### src/rtl/alu_operand_sequencer.sv
// Mini ALU front end: serially collects A, B and opcode, then captures the unit result with valid/ready.
// Optional macro ALU_LOAD_EDGE_EN makes load rising-edge sensitive instead of level sensitive.
module alu_operand_sequencer #(
  parameter int W     = 6,
  parameter int OPW   = 3,
  parameter int N_OPS = 8
) (
  input  logic           clk,
  input  logic           rst_n,
  input  logic [W-1:0]   din,
  input  logic           load,
  input  logic           clear,
  output logic [W-1:0]   x1,
  output logic [W-1:0]   y1,
  output logic [OPW-1:0] op_sel,
  input  logic [W-1:0]   c_in,
  output logic [W-1:0]   result,
  output logic           out_valid,
  input  logic           out_ready,
  output logic           err,
  output logic           busy,
  output logic [2:0]     state_dbg
);

  typedef enum logic [2:0] {
    S_A    = 3'd0,
    S_B    = 3'd1,
    S_OP   = 3'd2,
    S_EXEC = 3'd3,
    S_DONE = 3'd4
  } state_t;

  state_t state;
  logic   load_go;

`ifdef ALU_LOAD_EDGE_EN
  logic load_d;

  // load_d follows load in every state, so a held strobe advances only once
  always_ff @(posedge clk or negedge rst_n) begin
    if (!rst_n) load_d <= 1'b0;
    else        load_d <= load;
  end

  assign load_go = load & ~load_d;
`else
  assign load_go = load;
`endif

  always_ff @(posedge clk or negedge rst_n) begin
    if (!rst_n) begin
      state     <= S_A;
      x1        <= '0;
      y1        <= '0;
      op_sel    <= '0;
      result    <= '0;
      out_valid <= 1'b0;
      err       <= 1'b0;
    end else if (clear) begin
      state     <= S_A;
      x1        <= '0;
      y1        <= '0;
      op_sel    <= '0;
      result    <= '0;
      out_valid <= 1'b0;
      err       <= 1'b0;
    end else begin
      unique case (state)
        S_A: if (load_go) begin
          x1    <= din;
          state <= S_B;
        end
        S_B: if (load_go) begin
          y1    <= din;
          state <= S_OP;
        end
        S_OP: if (load_go) begin
          op_sel <= din[OPW-1:0];
          state  <= S_EXEC;
        end
        // Opcodes past the implemented units yield a zero result flagged by err
        S_EXEC: begin
          if (int'(op_sel) < N_OPS) begin
            result <= c_in;
            err    <= 1'b0;
          end else begin
            result <= '0;
            err    <= 1'b1;
          end
          out_valid <= 1'b1;
          state     <= S_DONE;
        end
        S_DONE: if (out_ready) begin
          out_valid <= 1'b0;
          err       <= 1'b0;
          state     <= S_A;
        end
        default: state <= S_A;
      endcase
    end
  end

  assign busy      = (state == S_EXEC) || (state == S_DONE);
  assign state_dbg = state;

endmodule

### config.mk
export PLATFORM = sky130hd
export DESIGN_NAME = alu_operand_sequencer
export DESIGN_NICKNAME = d
export VERILOG_FILES = /design/src/rtl/alu_operand_sequencer.sv
export SDC_FILE = /design/constraint.sdc
export NUM_CORES = 1
export LEC_CHECK = 0
export ABC_AREA = 1
export BUFFER_PORTS_ARGS = -buffer_cell sky130_fd_sc_hd__buf_2
export CAP_MARGIN = 20
export CORE_MARGIN = 2
export CORE_UTILIZATION = 35
export DETAILED_ROUTE_END_ITERATION = 8
export PLACE_DENSITY_LB_ADDON = 0.12
export SLEW_MARGIN = 20
export SYNTH_ARGS = -nofsm -noshare
export SYNTH_HDL_FRONTEND = slang
export SYNTH_SLANG_ARGS = --single-unit
### constraint.sdc
create_clock -name clk -period 1 [get_ports clk]
set_input_delay 0.3 -clock clk [delete_from_list [all_inputs] [get_ports clk]]
set_output_delay 0.3 -clock clk [all_outputs]
set_load 0.1 [all_outputs]
== Word-level counts from Yosys, hierarchy flattened ==
Index checks and enable logic that the tools add are counted.
Cells by class
  equality and inequality tests: 8
  multiplexer cells: 21
  reductions and logical operators: 13
Operators with widths (count)
  two-way mux 6 bit: 7
  two-way mux 3 bit: 8
  case mux 3 bit (5 select lines): 1
  != test 3 bit, second input constant: 4
  nonzero test 2 bit: 5
  AND reduction 2 bit: 4
  equality test 3 x 2 -> 1 bit, second input constant: 2
  case mux 1 bit (2 select lines): 2
  AND reduction 4 bit: 1
  equality test 3 x 1 -> 1 bit, second input constant: 1
  equality test 3 bit, second input constant: 1
  logical NOT 3 bit: 1
  two-way mux 1 bit: 3
  nonzero test 3 bit: 1
  logical OR 1 bit: 1
Word-level totals
  register bits: 26
  input bits: 17
  word-level logic and storage cells: 49

== Logic depth before layout (Yosys ltp) ==
Gate-level depths: netlist of the first run.
  depth in word-level cells: 3
  depth in mapped cells: 7
  mapped depth without buffers: 6

== Worst setup path after synthesis of the first run ==
Ideal clock, no wire load.
  path type: reg2out
  from: register state[0], in the netlist state_dbg[0]
  to: output port busy
  path slack: -1.398 ns
  required time: 0.700 ns
  data arrival time: 2.098 ns
  buffers on the path: 0
  cell stages (with the launch flop): 3
  cells stage by stage: dfrtp_1 nand3_2 nand2_1
On the way
  word-level cells in the longest chain between the ends: 2
  elaborated cells on any way between the ends: 3
  those cells by class: 2 x eq/ne; 1 x reduce/logical
RTL lines
  start: declaration: RTL line 33  | state_t state;
  start signal: assignment: RTL line 52  | state <= S_A;
  start signal: assignment: RTL line 60  | state <= S_A;
  start signal: assignment: RTL line 71  | state <= S_B;
  equality test 3 x 2 -> 1 bit or equality test 3 bit (tied branches): RTL line 103  | assign busy = (state == S_EXEC) || (state == S_DONE);
  logical OR 1 bit (*): RTL line 103
  end: declaration: RTL line 21  | output logic busy,
Mark *: on every way between the ends. The rest lies on a longest branch, timed or not.

== Worst setup path in the final report of the first run ==
  from: register state[1], in the netlist state_dbg[1]
  to: output port busy
Same word-level chain as after synthesis.

==> results.cfg, run 1 <==
[cts]
clkTransAtPathRegs_ns = 0.15
clock-sinks = 25
tritoncts = done
cts_max_level = 1
cts.path.max_buffers = 2
cts_buffers = 3
ctsRootBufferMaster = clkbuf_4
insertion_delay_ns = 0.32

[placement]
dp.cells = 245
io_buffers = 42
hpwl_mm = 2.57
gp_congestion = 0.780

[worst_setup_path]
regToRegEndpoint = op_sel[0]
start_kind = flop
required_ns = 0.70
crit_path_cell_trace = nor2_4, nand2_4, nand2_8, buf_12
path_class = flop to primary output
endpoint_kind = primary output
timing.rr.start = state_dbg[0]
cp_slowest_cell = dfrtp_4
worstRegToRegCells = 7
max_stage_delay_ns = 0.54
r2r_setup_slack_ns = -0.59
crit_arrival_ns = 1.34
path_max_fanout = 3

[timing]
clock.fmax_ghz = 0.611
fin_tns_setup_ns = -18.55
worst_slack_ns = -0.637
final.min_clock_period_ns = 1.64
final-setup-viol-count = 51
rsz0062_at_grt = yes
slew_viol_final = 0
finalCritPeriodShare_pct = 164
finClkSkew_ns = 0.000559
finalHoldViolations = 0
whs_ns = 0.195

[synth]
syn_nets = 159
synth-seq-cells = 25
ys_seq_area_share_pct = 50.2
ys_warn_count = 0
ys_types = 25
syn_inst = 142
synth_area_sq_um = 1250
syn_area_per_cell_sq_um = 8.78

[cells_and_area]
drive_gt1_share_pct = 65.6
final_cells = 261
nNetsFinal = 233
antenna_cells = 0
areaGrowthSynthToFinish_pct = 94.0

[drt]
routedWlPerCell_um = 13.8
dr.pass1.iters = 4
drt_iter0_markers = 18
via_count = 1215
drt.antenna.violating_nets = 0
drt-total-wl_mm = 3.59
vias_per_cell = 4.66
drc = 0

[global_routing]
grt_pass1_wl_mm = 6.18
grt_pass1_vias = 1321
antenna_found_initial = 0
grt_overflow_total = 0
grtUsageTotal_pct = 19.7
grt_start_max_net_pins = 26

[power]
p_leak_nw = 1.13
p_per_area_nw_per_um2 = 1710
ir_drop_mv = 1.03
p_total_mw = 4.13

[floorplan]
pin_count = 44
start_util_pct = 36.8
rows = 21
chipWidth_um = 63.7
core-area_sq_um = 3390
die_h_um = 63.7
dieArea_sq_um = 4060

[outcome]
violations = setup timing
status = finished, violations left

[worst_hold_path]
worstHoldPathType = input port to flop
min_to = result[0]
holdPathStages = 3
worstHoldStart = c_in[0]

[flow_run]
maxCapViolCount = 0
-- worst max-delay path, delay by kind of cell, from the launching register on --
kind | cells | cell delay, ns
flops | 1 | 0.54
buf+inv | 1 | 0.16
simple gates | 3 | 0.31
-- power by group --
| part | total [mW] | switching [mW] | internal [mW] |
|---|---|---|---|
| Clock | 0.479 | 0.327 | 0.153 |
| Combinational | 2.34 | 1.45 | 0.889 |
| Sequential | 1.31 | 0.149 | 1.16 |
| Total | 4.13 | 1.93 | 2.20 |
-- flip-flops by register name (all words and copies together), names as in the netlist --
| signal | count |
|---|---|
| result | 6 |
| x1 | 6 |
| y1 | 6 |
| op_sel | 3 |
| state_dbg | 3 |
| out_valid | 1 |
-- placed cells by master, fill, tap and decap left out, drive strengths merged, types with 2 or more instances in the layout --
master,instances
nor3,2
nand3,24
buf,73
o21ai,9
a21oi,2
clkinv,2
dfrtp,25
clkbuf,3
nand2,41
nor2,9
nand4,2
inv,18
-- what timing repair did --
item / 4_1_cts / 5_1_grt
gates resized for setup: 16 / 9
pin swaps: 10 / 6
cloned: 0 / 0
hold buffers: 1 / 0
setup endpoints to repair: 51 / 51
setup buffers: 11 / 1
endpoints found under the hold margin: 25 / 0
-- final cells by class --
| type | instances | area, sq um |
|---|---|---|
| Fill cell | 256 | 970 |
| Tap cell | 46 | 57.6 |
| Clock inverter | 1 | 7.51 |
| Timing Repair Buffer | 74 | 920 |
| Clock buffer | 3 | 22.5 |
| Inverter | 20 | 95.1 |
| Multi-Input combinational cell | 92 | 653 |
| Sequential cell | 25 | 664 |
-- logic make-up (layout without fill, tap and decap cells) --
| kind of cell | after synthesis | count (layout) | share of synthesized area [%] |
|---|---|---|---|
| buf+inv | 25 | 98 | 10.4 |
| simple gates | 79 | 79 | 31.1 |
| compound gates | 12 | 12 | 8.02 |
| flops | 25 | 25 | 50.2 |
| other cells | 1 | 1 | 0.301 |
-- synth_stat cells --
master,number,share of area (%)
nand2_1,35,11
dfrtp_1,25,50
nand3_1,22,8.8
inv_1,18,5.4
nor2_1,8,2.4
o21ai_2,6,4.2
nand2_2,5,2.5
o21ai_1,3,1.2
nand3_2,2,1.6
nand4_1,2,1.0
nor3_1,2,0.80
a21oi_2,1,0.70
a21oi_4,1,1.3
buf_2,1,0.40
buf_4,1,0.60
buf_6,1,0.90
buf_8,1,1.2
clkbuf_1,1,0.30
clkinv_8,1,1.3
conb_1,1,0.30
inv_2,1,0.30
nand2_4,1,0.90
nand3b_4,1,1.6
nor2_4,1,0.90
o211ai_1,1,0.60
-- stage by stage --
step / worst slack (ns) / util (%) / area [sq um]
2_1_floorplan: -0.413 / - / 1370
3_3_place_gp: -0.255 / 64.2 / 2180
3_5_place_dp: -0.299 / 64.2 / 2180
4_1_cts: -0.636 / 70.0 / 2370
5_1_grt: -0.697 / 71.4 / 2420
6_report: -0.637 / 71.4 / 2420
-- worst max path at each step --
stage,start,cells after the start,endpoint,slack (ns)
2_1_floorplan,state_dbg[2],3,busy,-0.41
3_3_place_gp,state_dbg[1],4,busy,-0.25
3_5_place_dp,state_dbg[2],5,x1[1],-0.30
4_1_cts,state_dbg[0],4,busy,-0.64
5_1_grt,state_dbg[1],4,busy,-0.70
6_report,state_dbg[1],4,busy,-0.64
-- metal layers --
| metal | vias to the layer above | GRT usage [%] | wire, um |
|---|---|---|---|
| met4 | 0 | 8.15 | 93 |
| met3 | 8 | 3.39 | 132 |
| met1 | 575 | 21.0 | 1350 |
| met2 | 35 | 37.8 | 2020 |
| met5 | - | 0 | 0 |
| li1 | 597 | - | - |
Power figures use the tool's default switching activity.
==> inputs of run 2 (changes only) <==
--- a/config.mk
+++ b/config.mk
@@ -11,7 +11,7 @@
 export CORE_MARGIN = 2
 export CORE_UTILIZATION = 35
 export DETAILED_ROUTE_END_ITERATION = 8
-export PLACE_DENSITY_LB_ADDON = 0.12
+export PLACE_DENSITY_LB_ADDON = 0.1
 export SLEW_MARGIN = 20
 export SYNTH_ARGS = -nofsm -noshare
 export SYNTH_HDL_FRONTEND = slang
==> results.cfg, run 2 (synthesis gave the netlist of run 1 again) <==
[cells_and_area]
antenna_cells = 0
drive_gt1_share_pct = 65.1
final_cell_mix = buf_12, nand2_1, dfrtp_2, buf_4, inv_1
layout_commonest_cell = buf_12
final_cell_area_sq_um = 2420
top_regs = result: 6 flops, x1: 6 flops, y1: 6 flops
post-route-util_pct = 71.3
nNetsFinal = 236
areaGrowthSynthToFinish_pct = 93.8

[floorplan]
dieArea_sq_um = 4060
core-area_sq_um = 3390
die_h_um = 63.7
start_util_pct = 36.8
rows = 21
chipWidth_um = 63.7
pin_count = 44

[drt]
drt_iter0_markers = 45
drc = 0
routedWlPerCell_um = 13.5
dr.pass1.iters = 4
vias_per_cell = 4.56
drt.antenna.violating_nets = 0
drt-total-wl_mm = 3.56
via_count = 1205

[placement]
hpwl_mm = 2.46
gp_congestion = 0.756
postPlaceCellArea_sq_um = 2160
io_buffers = 42

[cts]
insertion_delay_ns = 0.32
cts_max_level = 1
ctsRootBufferMaster = clkbuf_4
clock-sinks = 25
clkTransAtPathRegs_ns = 0.14
tritoncts = done
cts.path.max_buffers = 2
cts_buffers = 3

[power]
p_leak_nw = 1.14
ir_drop_mv = 1.11
p_per_area_nw_per_um2 = 1720
p_total_mw = 4.16

[timing]
finalHoldViolations = 0
worst_slack_ns = -0.610
slew_viol_final = 0
final.min_clock_period_ns = 1.61
final-setup-viol-count = 51
finClkSkew_ns = 0.00500
rsz0062_at_grt = yes
clock.fmax_ghz = 0.621
finalCritPeriodShare_pct = 161

[worst_setup_path]
path_max_fanout = 2
start_kind = flop
required_ns = 0.70
endpoint_kind = primary output
path_class = flop to primary output
crit_arrival_ns = 1.31

[global_routing]
grt_start_max_net_pins = 25
grt_overflow_total = 0
grt_pass1_vias = 1210
grtUsageTotal_pct = 18.3
antenna_found_initial = 0
grt_pass1_wl_mm = 5.66

[flow_run]
maxCapViolCount = 0

[outcome]
violations = setup timing
status = finished, violations left

[worst_hold_path]
worstHoldPathType = input port to flop
==> run 2: cell count changes in the layout (fill, tap and decap cells not counted), sizes merged <==
cell	before	now
buf	73	75
clkbuf	3	4
clkinv	2	1
inv	18	19
==> run 2: power breakdown <==
part	internal, mW	switching, mW	total [mW]
sequential	1.16	0.144	1.30
clock	0.153	0.315	0.468
combinational	0.937	1.45	2.39
==> run 2: what timing repair did <==
action | CTS | global route
setup endpoints to repair | 51 | 51
gates resized for setup | 11 | 6
cloned | 0 | 1
hold endpoints to repair | 25 | 0
hold buffers | 1 | 0
setup buffers | 9 | 6
pin swaps | 4 | 8
==> run 2: per-layer routing <==
metal / up-vias / wire, um / global-route usage (%)
met1: 561 / 1360 / 20.7
met4: 0 / 87 / 7.34
li1: 601 / - / -
met2: 35 / 1930 / 32.9
met5: - / 0 / 0
met3: 8 / 177 / 4.11
==> run 2: through the flow <==
stage	cells	worst slack [ns]	hold slack, ns	TNS, ns
detailed placement	243	-0.285	0.103	-6.18
global route	264	-0.674	0.166	-21.22
global placement	243	-0.254	0.0988	-5.33
CTS	257	-0.634	0.179	-17.16
finish	264	-0.610	0.188	-18.33
floorplan	142	-0.413	0.00441	-7.78
==> run 2: layout make-up <==
class	count	area [sq um]
Fill cell	254	972
Timing Repair Buffer	77	960
Sequential cell	25	664
Multi-Input combinational cell	92	611
Inverter	20	95.1
Tap cell	46	57.6
Clock buffer	3	22.5
Clock inverter	1	7.51
==> run 2: path summary, 6_finish.rpt <==
path	to	cells after the start	slack, ns	start
setup / recovery	busy	4	-0.61	state_dbg[1]
hold / removal	result[4]	3	0.19	c_in[4]
setup reg to reg	op_sel[0]	7	-0.54	state_dbg[0]
hold reg to reg	result[3]	2	0.57	result[3]
max in group asynchronous	state_dbg[1]	3	0.39	rst_n
min in group asynchronous	state_dbg[0]	2	0.28	rst_n
==> run 2: critical path: stages, from the launching register on <==
cell and delay [ns]:
dfrtp_4 0.52, nor2_4 0.16, nand2_4 0.09, nand2_8 0.06, buf_12 0.16
==> inputs of run 3 (changes only) <==
--- a/config.mk
+++ b/config.mk
@@ -6,7 +6,7 @@
 export NUM_CORES = 1
 export LEC_CHECK = 0
 export ABC_AREA = 1
-export BUFFER_PORTS_ARGS = -buffer_cell sky130_fd_sc_hd__buf_2
+export BUFFER_PORTS_ARGS = -buffer_cell sky130_fd_sc_hd__clkbuf_2
 export CAP_MARGIN = 20
 export CORE_MARGIN = 2
 export CORE_UTILIZATION = 35
==> results.cfg, run 3 (synthesis gave the netlist of run 1 again) <==
[worst_setup_path]
path_class = flop to primary output
path_max_fanout = 4
endpoint = state_dbg[0]
worstRegToRegCells = 6
r2r_setup_slack_ns = -0.43
required_ns = 0.70
start_kind = flop
timing.rr.start = state_dbg[0]
regToRegEndpoint = op_sel[1]
endpoint_kind = primary output
critPathLaunch = state_dbg[0]
crit_arrival_ns = 1.32

[placement]
dp.cells = 242
place_ws_ns = -0.280
postPlaceCellArea_sq_um = 2140
hpwl_mm = 2.47
io_buffers = 42
gp_congestion = 0.766

[timing]
slew_viol_final = 0
rsz0062_at_grt = yes
worst_slack_ns = -0.616
finalHoldViolations = 0
finClkSkew_ns = 0.0128
fin_tns_setup_ns = -16.06
final.min_clock_period_ns = 1.62
finalCritPeriodShare_pct = 162
whs_ns = 0.202
clock.fmax_ghz = 0.619
final-setup-viol-count = 51

[drt]
wl_met1_mm = 1.33
routed.top_layer = met4
dr.pass1.iters = 2
routedWlPerCell_um = 12.7
drt_iter0_markers = 42
met2_length_mm = 1.80
vias_per_cell = 4.48
drc = 0
wl_met3_um = 135
via_count = 1156
drt.antenna.violating_nets = 0
drt-total-wl_mm = 3.28

[global_routing]
grt_start_max_net_pins = 26
grt_overflow_total = 0
grtUsageTotal_pct = 16.9
grt_pass1_wl_mm = 5.40
antenna_found_initial = 0
grt_pass1_vias = 1141

[floorplan]
chipWidth_um = 63.7
dieArea_sq_um = 4060
rows = 21
pin_count = 44
core-area_sq_um = 3390
start_util_pct = 36.8
die_h_um = 63.7

[cells_and_area]
final_cells = 258
post-route-util_pct = 68.1
areaGrowthSynthToFinish_pct = 85.2
final_cell_mix = nand2_1, buf_12, buf_4
drive_gt1_share_pct = 63.2
nNetsFinal = 230
final_cell_area_sq_um = 2310
layout_commonest_cell = nand2_1
antenna_cells = 0
top_regs = result: 6 flops, x1: 6 flops, y1: 6 flops

[power]
p_int_mw = 2.18
pwr-share-clk_pct = 11.1
ir_drop_mv = 0.943
p_leak_nw = 1.10
p_sw_share_pct = 45.8
share_comb_of_total_power_pct = 56.0
p_switching_mw = 1.84
p_total_mw = 4.02
seqPwrFrac_pct = 32.9
p_per_area_nw_per_um2 = 1740

[worst_hold_path]
worstHoldStart = c_in[0]
holdPathStages = 3
worstHoldPathType = input port to flop

[cts]
cts.path.max_buffers = 2
tritoncts = done
cts_max_level = 1
insertion_delay_ns = 0.31
clock-sinks = 25
clkTransAtPathRegs_ns = 0.14
ctsRootBufferMaster = clkbuf_4
cts_buffers = 3

[outcome]
violations = setup timing
status = finished, violations left

[flow_run]
maxCapViolCount = 0
[run 3: changes by cell type in the layout (fill, tap and decap cells not counted)]
cell and delta:
buf_2 -16, clkbuf_2 +16, buf_6 -5, buf_12 -2, buf_4 +1, clkbuf_1 +1
clkinv_4 +1, clkinvlp_4 -1, inv_6 -1, nand2_1 +1, nand2_4 -1, nand3_2 +1
nand3_4 -1
[run 3: power by group through the flow]
| stage | Combinational, mW | Clock (mW) | Sequential (mW) |
|---|---|---|---|
| floorplan | 0.447 | 0 | 2.16 |
| global placement | 2.09 | 0 | 1.34 |
| detailed placement | 2.12 | 0 | 1.35 |
| CTS | 2.17 | 0.458 | 1.32 |
| global route | 2.35 | 0.500 | 1.34 |
| finish | 2.25 | 0.446 | 1.32 |
[run 3: what timing repair did]
item | CTS | global route
hold endpoints to repair | 25 | 0
gates resized for setup | 1 | 9
setup endpoints to repair | 51 | 51
pin swaps | 4 | 6
hold buffers | 1 | 0
cloned | 0 | 1
buffers inserted | 5 | 5
[run 3: worst min path at each step]
stage	endpoint
final	result[0]
after CTS	result[5]
after detailed placement	state_dbg[0]
after global placement	state_dbg[0]
after global routing	result[2]
after floorplan	op_sel[0]
[run 3: routing by layer]
layer / global-route usage [%] / up-vias
met5: 0 / -
met4: 3.26 / 0
met1: 20.6 / 540
li1: - / 587
met2: 30.8 / 27
met3: 3.39 / 2
[run 3: layout make-up]
class                   count  area (sq um)
fillers                   264          1080
repair buffers             71           871
flip-flops and latches     25           664
multi-input cells          92           596
inverters                  20          95.1
well taps                  46          57.6
clock buffers               4          26.3
[run 3: worst max-delay path, cell delays in order, from the launching register on]
cell and delay [ns]:
dfrtp_4 0.54, buf_4 0.17, buf_4 0.13, buf_12 0.15
